==> config.mk <==
export PLATFORM = sky130hd
export DESIGN_NAME = gate_sweep_flat
export DESIGN_NICKNAME = d
export VERILOG_FILES = /design/src/rtl/gate_sweep_if.sv /design/src/rtl/gate_sweep.sv /design/src/flat_wrapper.sv
export SDC_FILE = /design/constraint.sdc
export NUM_CORES = 1
export LEC_CHECK = 0
export ABC_AREA = 1
export BUFFER_PORTS_ARGS = -buffer_cell sky130_fd_sc_hd__buf_4
export CAP_MARGIN = 20
export CORE_UTILIZATION = 55
export CTS_CLUSTER_SIZE = 10
export DETAILED_ROUTE_END_ITERATION = 6
export PLACE_DENSITY = 0.87
export SKIP_LAST_GASP = 1
export SLEW_MARGIN = 20
export SYNTH_ARGS = -nofsm -noshare
export SYNTH_HDL_FRONTEND = slang
export SYNTH_SLANG_ARGS = --single-unit
==> constraint.sdc <==
create_clock -name clk -period 2.6 [get_ports clk]
set_input_delay 0.39 -clock clk [delete_from_list [all_inputs] [get_ports clk]]
set_output_delay 0.39 -clock clk [all_outputs]
set_load 0.02 [all_outputs]
==> src/rtl/gate_sweep_if.sv <==
// Handshake and result bundle between a truth-table sweeper and its controller.
// The controller drives start/mode; the sweeper returns stimulus, gate output and results.
interface gate_sweep_if #(
   parameter int N = 3
);
   logic                start;
   logic [2:0]          mode;
   logic [N-1:0]        x;
   logic                z;
   logic                busy;
   logic                done;
   logic [(2**N)-1:0]   truth_table;
   logic [N:0]          ones;

   modport master (
      output start, mode,
      input  x, z, busy, done, truth_table, ones
   );

   modport slave (
      input  start, mode,
      output x, z, busy, done, truth_table, ones
   );
endinterface

==> src/rtl/gate_sweep.sv <==
// Sweeps every input combination of an N-input reduction gate, holding each for
// DWELL cycles, and captures the observed outputs into a truth table.
module gate_sweep #(
   parameter int N     = 3,
   parameter int DWELL = 20
) (
   input  logic         clk,
   input  logic         rst,
   gate_sweep_if.slave  bus
);
   localparam int DW_W = (DWELL > 1) ? $clog2(DWELL) : 1;
   localparam logic [N-1:0]    X_LAST     = '1;
   localparam logic [DW_W-1:0] DWELL_LAST = DW_W'(DWELL - 1);

   typedef enum logic [1:0] {S_IDLE, S_RUN, S_FIN} state_t;

   state_t              state;
   state_t              state_next;
   logic [2:0]          mode_q;
   logic [N-1:0]        x;
   logic [DW_W-1:0]     dwell;
   logic [(2**N)-1:0]   truth_table;
   logic [N:0]          ones;
   logic                z;
   logic                dwell_last;

   function automatic logic gate_eval(input logic [2:0] m, input logic [N-1:0] v);
      case (m)
         3'd0:    return &v;
         3'd1:    return |v;
         3'd2:    return ^v;
         3'd3:    return ~&v;
         3'd4:    return ~|v;
         3'd5:    return ~^v;
         default: return 1'b0;
      endcase
   endfunction

   assign z          = gate_eval(mode_q, x);
   assign dwell_last = (dwell == DWELL_LAST);

   always_ff @(posedge clk or posedge rst) begin
      if (rst) begin
         state <= S_IDLE;
      end else begin
         state <= state_next;
      end
   end

   always_comb begin
      state_next = state;
      case (state)
         S_IDLE:  if (bus.start) state_next = S_RUN;
         S_RUN:   if (dwell_last && (x == X_LAST)) state_next = S_FIN;
         S_FIN:   state_next = S_IDLE;
         default: state_next = S_IDLE;
      endcase
   end

   // Datapath: x and dwell step together; the sample lands on the last dwell cycle.
   always_ff @(posedge clk or posedge rst) begin
      if (rst) begin
         mode_q      <= 3'd0;
         x           <= '0;
         dwell       <= '0;
         truth_table <= '0;
         ones        <= '0;
      end else begin
         case (state)
            S_IDLE: begin
               if (bus.start) begin
                  mode_q      <= bus.mode;
                  x           <= '0;
                  dwell       <= '0;
                  truth_table <= '0;
                  ones        <= '0;
               end
            end
            S_RUN: begin
               if (dwell_last) begin
                  truth_table[x] <= z;
                  ones           <= ones + {{N{1'b0}}, z};
                  dwell          <= '0;
                  x              <= (x == X_LAST) ? '0 : x + 1'b1;
               end else begin
                  dwell <= dwell + 1'b1;
               end
            end
            default: ;
         endcase
      end
   end

   assign bus.x           = x;
   assign bus.z           = z;
   assign bus.busy        = (state == S_RUN);
   assign bus.done        = (state == S_FIN);
   assign bus.truth_table = truth_table;
   assign bus.ones        = ones;
endmodule

==> src/flat_wrapper.sv <==
// flat-port wrapper written by rule: the top's interface ports become plain ports
module gate_sweep_flat 
#(
   parameter int N     = 3,
   parameter int DWELL = 20
)
  (clk, rst, bus_start, bus_mode, bus_x, bus_z, bus_busy, bus_done, bus_truth_table, bus_ones);
  gate_sweep_if #(.N(N)) bus_i ();
  input  logic clk;
  input  logic rst;
  input wire logic [$bits(bus_i.start)-1:0] bus_start;
  input wire logic [$bits(bus_i.mode)-1:0] bus_mode;
  output wire logic [$bits(bus_i.x)-1:0] bus_x;
  output wire logic [$bits(bus_i.z)-1:0] bus_z;
  output wire logic [$bits(bus_i.busy)-1:0] bus_busy;
  output wire logic [$bits(bus_i.done)-1:0] bus_done;
  output wire logic [$bits(bus_i.truth_table)-1:0] bus_truth_table;
  output wire logic [$bits(bus_i.ones)-1:0] bus_ones;
  assign bus_i.start = bus_start;
  assign bus_i.mode = bus_mode;
  assign bus_x = bus_i.x;
  assign bus_z = bus_i.z;
  assign bus_busy = bus_i.busy;
  assign bus_done = bus_i.done;
  assign bus_truth_table = bus_i.truth_table;
  assign bus_ones = bus_i.ones;
  gate_sweep #(.N(N), .DWELL(DWELL)) u_core (.clk(clk), .rst(rst), .bus(bus_i));
endmodule
==> results.sh, run 1 <==
export IMPL_fin_crit_ns=2.44
export IMPL_drt_iter0_drc=36
export IMPL_multi_input_area_sq_um=718
export IMPL_cts_resized=0
export IMPL_core_area_sq_mm=0.00248
export IMPL_switchingPower_mw=0.491
export IMPL_cts_tree="built"
export IMPL_antenna_cells=0
export IMPL_slew_viol_final=0
export IMPL_placed_cells=231
export IMPL_path_cells="inv_2 -> ha_1 -> inv_1 -> nand2_1 -> nand2_1 -> nor2_1 -> nor2_2 -> nand3_4 -> buf_4"
export IMPL_worst_path_max_delay_cell="dfrtp_1"
export IMPL_power_density_mw_per_mm2=724
export IMPL_cts_setup_buffers=0
export IMPL_tightest_slew_ns=0.909
export IMPL_status="finished clean"
export IMPL_grt_first_pass_wirelength_um=5280
export IMPL_cts_hold_buf=0
export IMPL_fin_nets=219
export IMPL_start_kind="flip-flop"
export IMPL_regArea_sq_um=626
export IMPL_finClkSkew_ns=0.00443
export IMPL_yosys_warnings=0
export IMPL_ioPinCount=24
export IMPL_vias=1335
export IMPL_drcViolationCount=0
export IMPL_drt_wirelength_per_cell_um=13.8
export IMPL_grt_pass1_vias=1308
export IMPL_required_ns=2.21
export IMPL_fp_dieH_um=53.2
export IMPL_ys_types=26
export IMPL_critical_path_class="reg -> out"
export IMPL_overflow=0
export IMPL_max_freq_mhz=409
export IMPL_routed_wl_um=3250
export IMPL_clk_pin_slew_ns=0.14
export IMPL_seq_area_frac_synth_pct=43.4
export IMPL_setup_viol_count_final=0
export IMPL_hold_viol=0
export IMPL_synth_seq_cells=25
export IMPL_maxCapViolCount=0
export IMPL_final_common_cell="nand2_1"
export IMPL_arrival_ns=2.05
export IMPL_port_buffers=23
export IMPL_fillCellCount=221
export IMPL_timing_final_crit_share_pct=94.0
export IMPL_synthesis_area_sq_mm=0.00144
export IMPL_rows=18
export IMPL_drt_pass1_iter_count=4
export IMPL_cts_htree_levels=1
export IMPL_cts_inserted_buffers=3
export IMPL_rsz0062_at_grt="false"
export IMPL_crit_path_end_kind="output pin"
export IMPL_gp_congestion=0.851
export IMPL_avgSynthCellArea_sq_um=7.92
export IMPL_synthCells=182
export IMPL_via_per_inst=5.68
export IMPL_area_growth_pct=13.9
export IMPL_track_usage_pct=26.6
export IMPL_p_clk_share_pct=15.2
export IMPL_slowest_delay_ns=0.51
export IMPL_p_int_mw=0.697
export IMPL_root_buffer="clkbuf_4"
export IMPL_cts_sink_count=25
export IMPL_ant_nets=0
export IMPL_clk_latency_ns=0.33
export IMPL_dpl_hpwl_um=2320
export IMPL_die_x_um=53.2
export IMPL_grt_max_degree=26
export IMPL_clock_path_buffers=2
export IMPL_seqPwrFrac_pct=47.0
export IMPL_slew_headroom_pct=39.0
export IMPL_crit_top_cell="nand2_1"
export IMPL_fin_cells=235
export IMPL_final_setup_tns_ns=0
export IMPL_final_layout_size_suffix_gt1_share_pct=20.0
export IMPL_vdd_drop_max_mv=0.476
export IMPL_sw_frac_of_total_pct=41.4
export IMPL_hold_path_class="in -> async"
export IMPL_leakage_nw=0.873
export IMPL_final_cell_mix="nand2_1, dfrtp_1, buf_4"
export IMPL_die_area_sq_mm=0.00283
export IMPL_start_util_pct=58.2
export IMPL_syn_num_nets=195
export IMPL_crit_fanout=10
export IMPL_comb_power_share_pct=37.8
export IMPL_antenna_found_initial=0
flip-flops by register name (all words and copies together), names as in the netlist:
name	count
u_core.bus.ones	4
u_core.bus.truth_table	8
u_core.bus.x	3
u_core.dwell	5
u_core.mode_q	3
u_core.state	2
cells in the mapped netlist (all sizes together):
cell | number | share of area, %
dfrtp | 25 | 43
o21ai | 11 | 3.8
o22ai | 1 | 0.43
ha | 7 | 6.1
o211ai | 1 | 0.52
nor3 | 2 | 0.69
a31oi | 1 | 0.43
nand4 | 2 | 0.87
xnor2 | 1 | 0.61
nand2 | 62 | 18
clkinv | 2 | 0.52
nand3 | 22 | 8.9
o21bai | 4 | 2.1
nor2 | 19 | 5.6
xor2 | 3 | 1.8
inv | 14 | 3.6
buf | 4 | 2.6
or2 | 1 | 0.43
worst paths after layout:
kind | slack (ns) | cells past startpoint | to | from
min in group clk | 0.27 | 3 | u_core.mode_q[1] | bus_mode[1]
max in group asynchronous | 2.06 | 2 | u_core.bus.ones[3] | rst
hold reg to reg | 0.51 | 2 | u_core.bus.truth_table[2] | u_core.bus.truth_table[2]
hold / removal | 0.13 | 2 | u_core.dwell[2] | rst
setup reg to reg | 0.23 | 14 | u_core.bus.ones[3] | u_core.bus.x[0]
setup / recovery | 0.16 | 9 | bus_z | u_core.bus.x[0]
power groups by stage:
| stage | logic, mW | registers (mW) | clock network, mW |
|---|---|---|---|
| 2_1_floorplan | 0.293 | 0.575 | 0 |
| 4_1_cts | 0.449 | 0.555 | 0.184 |
| 6_report | 0.449 | 0.558 | 0.180 |
| 3_3_place_gp | 0.418 | 0.554 | 0 |
| 3_5_place_dp | 0.443 | 0.562 | 0 |
| 5_1_grt | 0.497 | 0.564 | 0.195 |
layout make-up:
cell class	count	area share [%]
clock inverters	1	0.305
inverters	16	3.66
multi-input cells	137	43.8
repair buffers	23	10.5
clock buffers	3	1.37
flip-flops and latches	25	38.1
well taps	30	2.29
metrics by stage:
| step | setup WS (ns) | total power [mW] | hold slack, ns | cell area [sq um] | utilization [%] |
|---|---|---|---|---|---|
| floorplan | 0.415 | 0.869 | 0.417 | 1440 | - |
| global placement | 0.488 | 0.972 | 0.479 | 1610 | 65.2 |
| detailed placement | 0.329 | 1.01 | 0.482 | 1610 | 65.2 |
| CTS | 0.185 | 1.19 | 0.263 | 1640 | 66.3 |
| global route | 0.0241 | 1.26 | 0.186 | 1640 | 66.3 |
| finish | 0.156 | 1.19 | 0.129 | 1640 | 66.3 |
cells by family after synthesis:
logic type,share of synthesized area [%]
DFF,43.4
adders and majority gates,6.08
and+or+nand+nor,34.0
AOI/OAI and AO/OA,7.29
xor gates and xnor gates,2.43
buffers and inverters,6.77
worst max-delay path: cells and delay by family, from the launching register on:
family / cells / cell delay, ns
fa+ha+maj: 1 / 0.33
buf+inv: 3 / 0.40
flops: 1 / 0.51
simple gates: 5 / 0.48
metal layers:
layer  global-route usage [%]  up-vias  share of wire, %
li1                         -      636                 -
met2                     49.6       59                51
met1                     28.8      629                41
met4                     14.9        0               2.4
met5                        0        -                 0
met3                     2.87       11               5.9
Power figures use the tool's default switching activity.
==> inputs of run 2 (changes only) <==
- BUFFER_PORTS_ARGS: -buffer_cell sky130_fd_sc_hd__buf_4 -> not set
- CORE_UTILIZATION: 55 -> 62
- DONT_BUFFER_PORTS: not set -> 1
==> run 2 against run 1 <==
  * First-iteration DRC count shrank 33%
  * Sequential share of layout area grew 4.2 points
  * Design area shrank 9.8%
  * Final cell count shrank 9.8%
  * Critical path type is now reg -> reg
  * Largest power group unchanged
==> results.sh, run 2 (synthesis gave the netlist of run 1 again) <==
export IMPL_status="finished clean"
export IMPL_hold_path_class="in -> async"
export IMPL_drt_pass1_iter_count=4
export IMPL_ant_nets=0
export IMPL_clk_pin_slew_ns=0.14
export IMPL_fin_cells=212
export IMPL_antenna_found_initial=0
export IMPL_drt_iter0_drc=24
export IMPL_antenna_cells=0
export IMPL_cts_sink_count=25
export IMPL_via_per_inst=5.66
export IMPL_reg2reg_depth=13
export IMPL_rows=17
export IMPL_regMostFlops="u_core.bus.truth_table"
export IMPL_power_total_mw=1.13
export IMPL_grt_max_degree=26
export IMPL_root_buffer="clkbuf_4"
export IMPL_gp_congestion=0.934
export IMPL_arrival_ns=2.49
export IMPL_final_setup_tns_ns=0
export IMPL_power_density_mw_per_mm2=763
export IMPL_track_usage_pct=26.2
export IMPL_vias=1199
export IMPL_cts_setup_buffers=0
export IMPL_slew_headroom_pct=38.0
export IMPL_cts_tree="built"
export IMPL_required_ns=2.86
export IMPL_maxCapViolCount=0
export IMPL_timing_final_crit_share_pct=85.6
export IMPL_overflow=0
export IMPL_r2r_slack_ns=0.37
export IMPL_die_area_sq_mm=0.00252
export IMPL_slew_viol_final=0
export IMPL_tightest_slew_ns=0.929
export IMPL_start_util_pct=65.8
export IMPL_reg2reg_from="u_core.bus.x[0]"
export IMPL_cts_inserted_buffers=3
export IMPL_largest_reg_flops=8
export IMPL_final_common_cell="nand2_1"
export IMPL_finClkSkew_ns=0.00320
export IMPL_critical_path_class="reg -> reg"
export IMPL_vdd_drop_max_mv=0.439
export IMPL_fin_crit_ns=2.23
export IMPL_cts_resized=0
export IMPL_final_layout_size_suffix_gt1_share_pct=10.3
export IMPL_setup_viol_count_final=0
export IMPL_reg2reg_to="u_core.bus.ones[2]"
export IMPL_top_regs="u_core.bus.truth_table x8, u_core.dwell x5, u_core.bus.ones x4"
export IMPL_core_area_sq_mm=0.00219
export IMPL_placed_cells=208
export IMPL_area_growth_pct=2.69
export IMPL_grt_first_pass_wirelength_um=4920
export IMPL_start_kind="flip-flop"
export IMPL_crit_fanout=10
export IMPL_final_cell_mix="nand2_1, dfrtp_1, nand3_1"
export IMPL_crit_path_end_kind="flip-flop"
export IMPL_cts_hold_buf=0
export IMPL_dpl_hpwl_um=2100
export IMPL_clock_path_buffers=2
export IMPL_grt_pass1_vias=1209
export IMPL_cts_htree_levels=1
export IMPL_fin_area_sq_mm=0.00148
export IMPL_clk_latency_ns=0.32
export IMPL_port_buffers=0
export IMPL_fp_dieH_um=50.2
export IMPL_drcViolationCount=0
export IMPL_die_x_um=50.2
export IMPL_hold_viol=0
export IMPL_fin_nets=198
export IMPL_leakage_nw=0.765
export IMPL_routed_wl_um=2850
export IMPL_drt_wirelength_per_cell_um=13.5
export IMPL_max_freq_mhz=449
export IMPL_rsz0062_at_grt="false"
export IMPL_dpl_cell_area_sq_mm=0.00145
export IMPL_ioPinCount=24
[run 2: changes by cell type in the layout (fill, tap and decap cells not counted), sizes merged]
| cell | delta |
|---|---|
| buf | -21 |
| clkinv | -2 |
| clkbuf | +1 |
| inv | +1 |
[run 2: metrics by stage]
stage                     utilization (%)  hold WS, ns  setup WS [ns]
after floorplan                         -        0.417          0.415
after CTS                            67.6        0.193          0.358
after global routing                 67.6        0.196          0.193
after global placement               66.4        0.490          0.477
after detailed placement             66.4        0.507          0.382
final                                67.6        0.147          0.374
[run 2: area by class of cell]
type	count	area (sq um)
fillers	192	711
clock buffers	4	26.3
multi-input cells	137	718
flip-flops and latches	25	626
inverters	16	60.1
repair buffers	2	15.0
well taps	28	35.0
[run 2: per-layer routing]
metal	global-route usage (%)	wire, um	share of wire (%)
met5	0	0	0
met3	4.24	190	6.7
met2	45.8	1420	50
met4	13.3	70	2.5
met1	30.7	1180	41
[run 2: how the worst max path moves through the flow]
stage / from / end / slack (ns)
final: u_core.bus.x[0] / u_core.bus.ones[2] / 0.37
after global routing: u_core.bus.x[0] / u_core.bus.ones[2] / 0.19
after CTS: u_core.bus.x[0] / u_core.bus.ones[2] / 0.36
after detailed placement: u_core.bus.x[0] / u_core.bus.ones[2] / 0.38
after global placement: u_core.bus.x[0] / u_core.bus.ones[3] / 0.48
after floorplan: u_core.bus.x[0] / u_core.bus.ones[2] / 0.42
[run 2: worst max-delay path, cell delays in order, from the launching register on]
cell and delay, ns:
dfrtp_1 0.45, inv_2 0.10, ha_1 0.32, inv_1 0.08, nand2_1 0.05, nand2_1 0.09, nor2_1 0.05, nor2_2 0.12
nand3_4 0.19, ha_1 0.26, ha_1 0.20, nand4_1 0.08, nand2_1 0.06, nor2_1 0.11
[run 2: where the power goes]
group	internal, mW	switching [mW]
Sequential	0.463	0.108
Clock	0.0600	0.116
Combinational	0.143	0.239
Total	0.666	0.463
==> inputs of run 3 (changes only) <==
- CORE_UTILIZATION: 62 -> 66
- PLACE_DENSITY: 0.87 -> 0.91
- clock period: 2.6 -> 2.62 ns (I/O delays scaled with it)
==> run 3 against run 2 <==
  * Clock skew down 0.0017 ns
  * Non-clock buffer count stayed put
  * First-iteration DRC count rose by 4.2%
  * Sequential share of layout area barely moved
  * Critical endpoint unchanged
  * Largest power group unchanged
  * Highest routed layer unchanged
==> results.sh, run 3 (synthesis gave the netlist of run 1 again) <==
export IMPL_leakage_nw=0.765
export IMPL_fin_cells=211
export IMPL_slew_headroom_pct=37.8
export IMPL_largest_reg_flops=8
export IMPL_die_area_sq_mm=0.00237
export IMPL_final_cell_mix="nand2_1, dfrtp_1, nand3_1"
export IMPL_placed_cells=207
export IMPL_crit_top_cell="ha_1"
export IMPL_critical_path_class="reg -> reg"
export IMPL_hold_viol=0
export IMPL_maxCapViolCount=0
export IMPL_reg2reg_depth=12
export IMPL_cts_htree_levels=1
export IMPL_finClkSkew_ns=0.00154
export IMPL_cts_sink_count=25
export IMPL_tightest_slew_ns=0.933
export IMPL_sw_frac_of_total_pct=41.0
export IMPL_regMostFlops="u_core.bus.truth_table"
export IMPL_fillCellCount=167
export IMPL_worst_path_max_delay_cell="dfrtp_1"
export IMPL_cts_inserted_buffers=3
export IMPL_grt_first_pass_wirelength_um=4790
export IMPL_via_per_inst=5.47
export IMPL_vias=1155
export IMPL_arrival_ns=2.49
export IMPL_clock_path_buffers=2
export IMPL_clk_pin_slew_ns=0.13
export IMPL_seqPwrFrac_pct=50.0
export IMPL_die_x_um=48.7
export IMPL_fin_nets=198
export IMPL_grt_pass1_vias=1134
export IMPL_start_kind="flip-flop"
export IMPL_routed_wl_um=2730
export IMPL_p_int_mw=0.661
export IMPL_track_usage_pct=26.2
export IMPL_drt_pass1_iter_count=4
export IMPL_crit_buf_inv=2
export IMPL_crit_family="adder cells"
export IMPL_slowest_delay_ns=0.44
export IMPL_antenna_cells=0
export IMPL_overflow=0
export IMPL_grt_max_degree=26
export IMPL_switchingPower_mw=0.459
export IMPL_cts_tree="built"
export IMPL_area_growth_pct=2.60
export IMPL_fin_crit_ns=2.26
export IMPL_comb_power_share_pct=34.0
export IMPL_status="finished clean"
export IMPL_rows=16
export IMPL_setup_viol_count_final=0
export IMPL_cts_hold_buf=0
export IMPL_port_buffers=0
export IMPL_crit_path_end_kind="flip-flop"
export IMPL_gp_congestion=0.826
export IMPL_rsz0062_at_grt="false"
export IMPL_power_density_mw_per_mm2=758
export IMPL_dpl_hpwl_um=2030
export IMPL_final_layout_size_suffix_gt1_share_pct=10.3
export IMPL_timing_final_crit_share_pct=86.2
export IMPL_cts_setup_buffers=0
export IMPL_ant_nets=0
export IMPL_crit_cells=12
export IMPL_crit_fanout=10
export IMPL_drt_iter0_drc=25
export IMPL_fp_dieH_um=48.7
export IMPL_top_regs="u_core.bus.truth_table x8, u_core.dwell x5, u_core.bus.ones x4"
export IMPL_max_freq_mhz=443
export IMPL_final_common_cell="nand2_1"
export IMPL_start_util_pct=72.0
export IMPL_vdd_drop_max_mv=0.459
export IMPL_antenna_found_initial=0
export IMPL_core_area_sq_mm=0.00200
export IMPL_root_buffer="clkbuf_4"
export IMPL_dpl_cell_area_sq_mm=0.00145
export IMPL_fin_area_sq_mm=0.00148
export IMPL_slew_viol_final=0
export IMPL_power_total_mw=1.12
export IMPL_p_clk_share_pct=16.0
export IMPL_drt_wirelength_per_cell_um=12.9
export IMPL_drcViolationCount=0
export IMPL_required_ns=2.86
export IMPL_final_setup_tns_ns=0
export IMPL_cts_resized=0
export IMPL_clk_latency_ns=0.33
export IMPL_path_cells="inv_1 -> ha_1 -> inv_1 -> nand2_1 -> nand2_1 -> nor2_1 -> nor2_2 -> nand3_4 -> ha_1 -> ha_1 -> a31oi_1 -> nor2_1"
export IMPL_ioPinCount=24
export IMPL_hold_path_class="in -> async"
[run 3: cell counts in the layout (fill, tap and decap cells not counted)]
No cell type changed its count.
[run 3: area by class of cell]
cell class | instances | area [sq um] | share of cell area, %
Multi-Input combinational cell | 137 | 718 | 48.6
Sequential cell | 25 | 626 | 42.3
Inverter | 16 | 60.1 | 4.06
Tap cell | 27 | 33.8 | 2.28
Clock buffer | 4 | 26.3 | 1.78
Timing Repair Buffer | 2 | 15.0 | 1.02
[run 3: final timing paths]
kind | from | end | slack (ns)
worst min register to register | u_core.dwell[0] | u_core.dwell[0] | 0.52
worst max-delay path | u_core.bus.x[1] | u_core.bus.ones[2] | 0.36
worst min-delay path | rst | u_core.state[1] | 0.14
max in group asynchronous | rst | u_core.bus.truth_table[4] | 1.92
min in group clk | bus_mode[1] | u_core.mode_q[1] | 0.18
worst max register to register | u_core.bus.x[1] | u_core.bus.ones[2] | 0.36
[run 3: metrics by stage]
| step | util, % | hold slack (ns) | setup WS, ns |
|---|---|---|---|
| 2_1_floorplan | - | 0.420 | 0.435 |
| 5_1_grt | 73.9 | 0.193 | 0.170 |
| 4_1_cts | 73.9 | 0.171 | 0.344 |
| 3_5_place_dp | 72.6 | 0.504 | 0.380 |
| 6_report | 73.9 | 0.142 | 0.362 |
| 3_3_place_gp | 72.6 | 0.489 | 0.531 |
[run 3: power by group through the flow]
stage | logic, mW | registers [mW] | clock network, mW
2_1_floorplan | 0.291 | 0.571 | 0
3_3_place_gp | 0.360 | 0.563 | 0
3_5_place_dp | 0.383 | 0.567 | 0
4_1_cts | 0.386 | 0.560 | 0.180
5_1_grt | 0.428 | 0.573 | 0.188
6_report | 0.381 | 0.560 | 0.179
[run 3: per-layer routing]
metal | part of all wire (%) | up-vias | track usage, %
met5 | 0 | - | 0
met4 | 1.1 | 0 | 9.31
met3 | 4.7 | 3 | 5.35
met2 | 49 | 30 | 44.2
met1 | 45 | 533 | 33.3
li1 | - | 589 | -
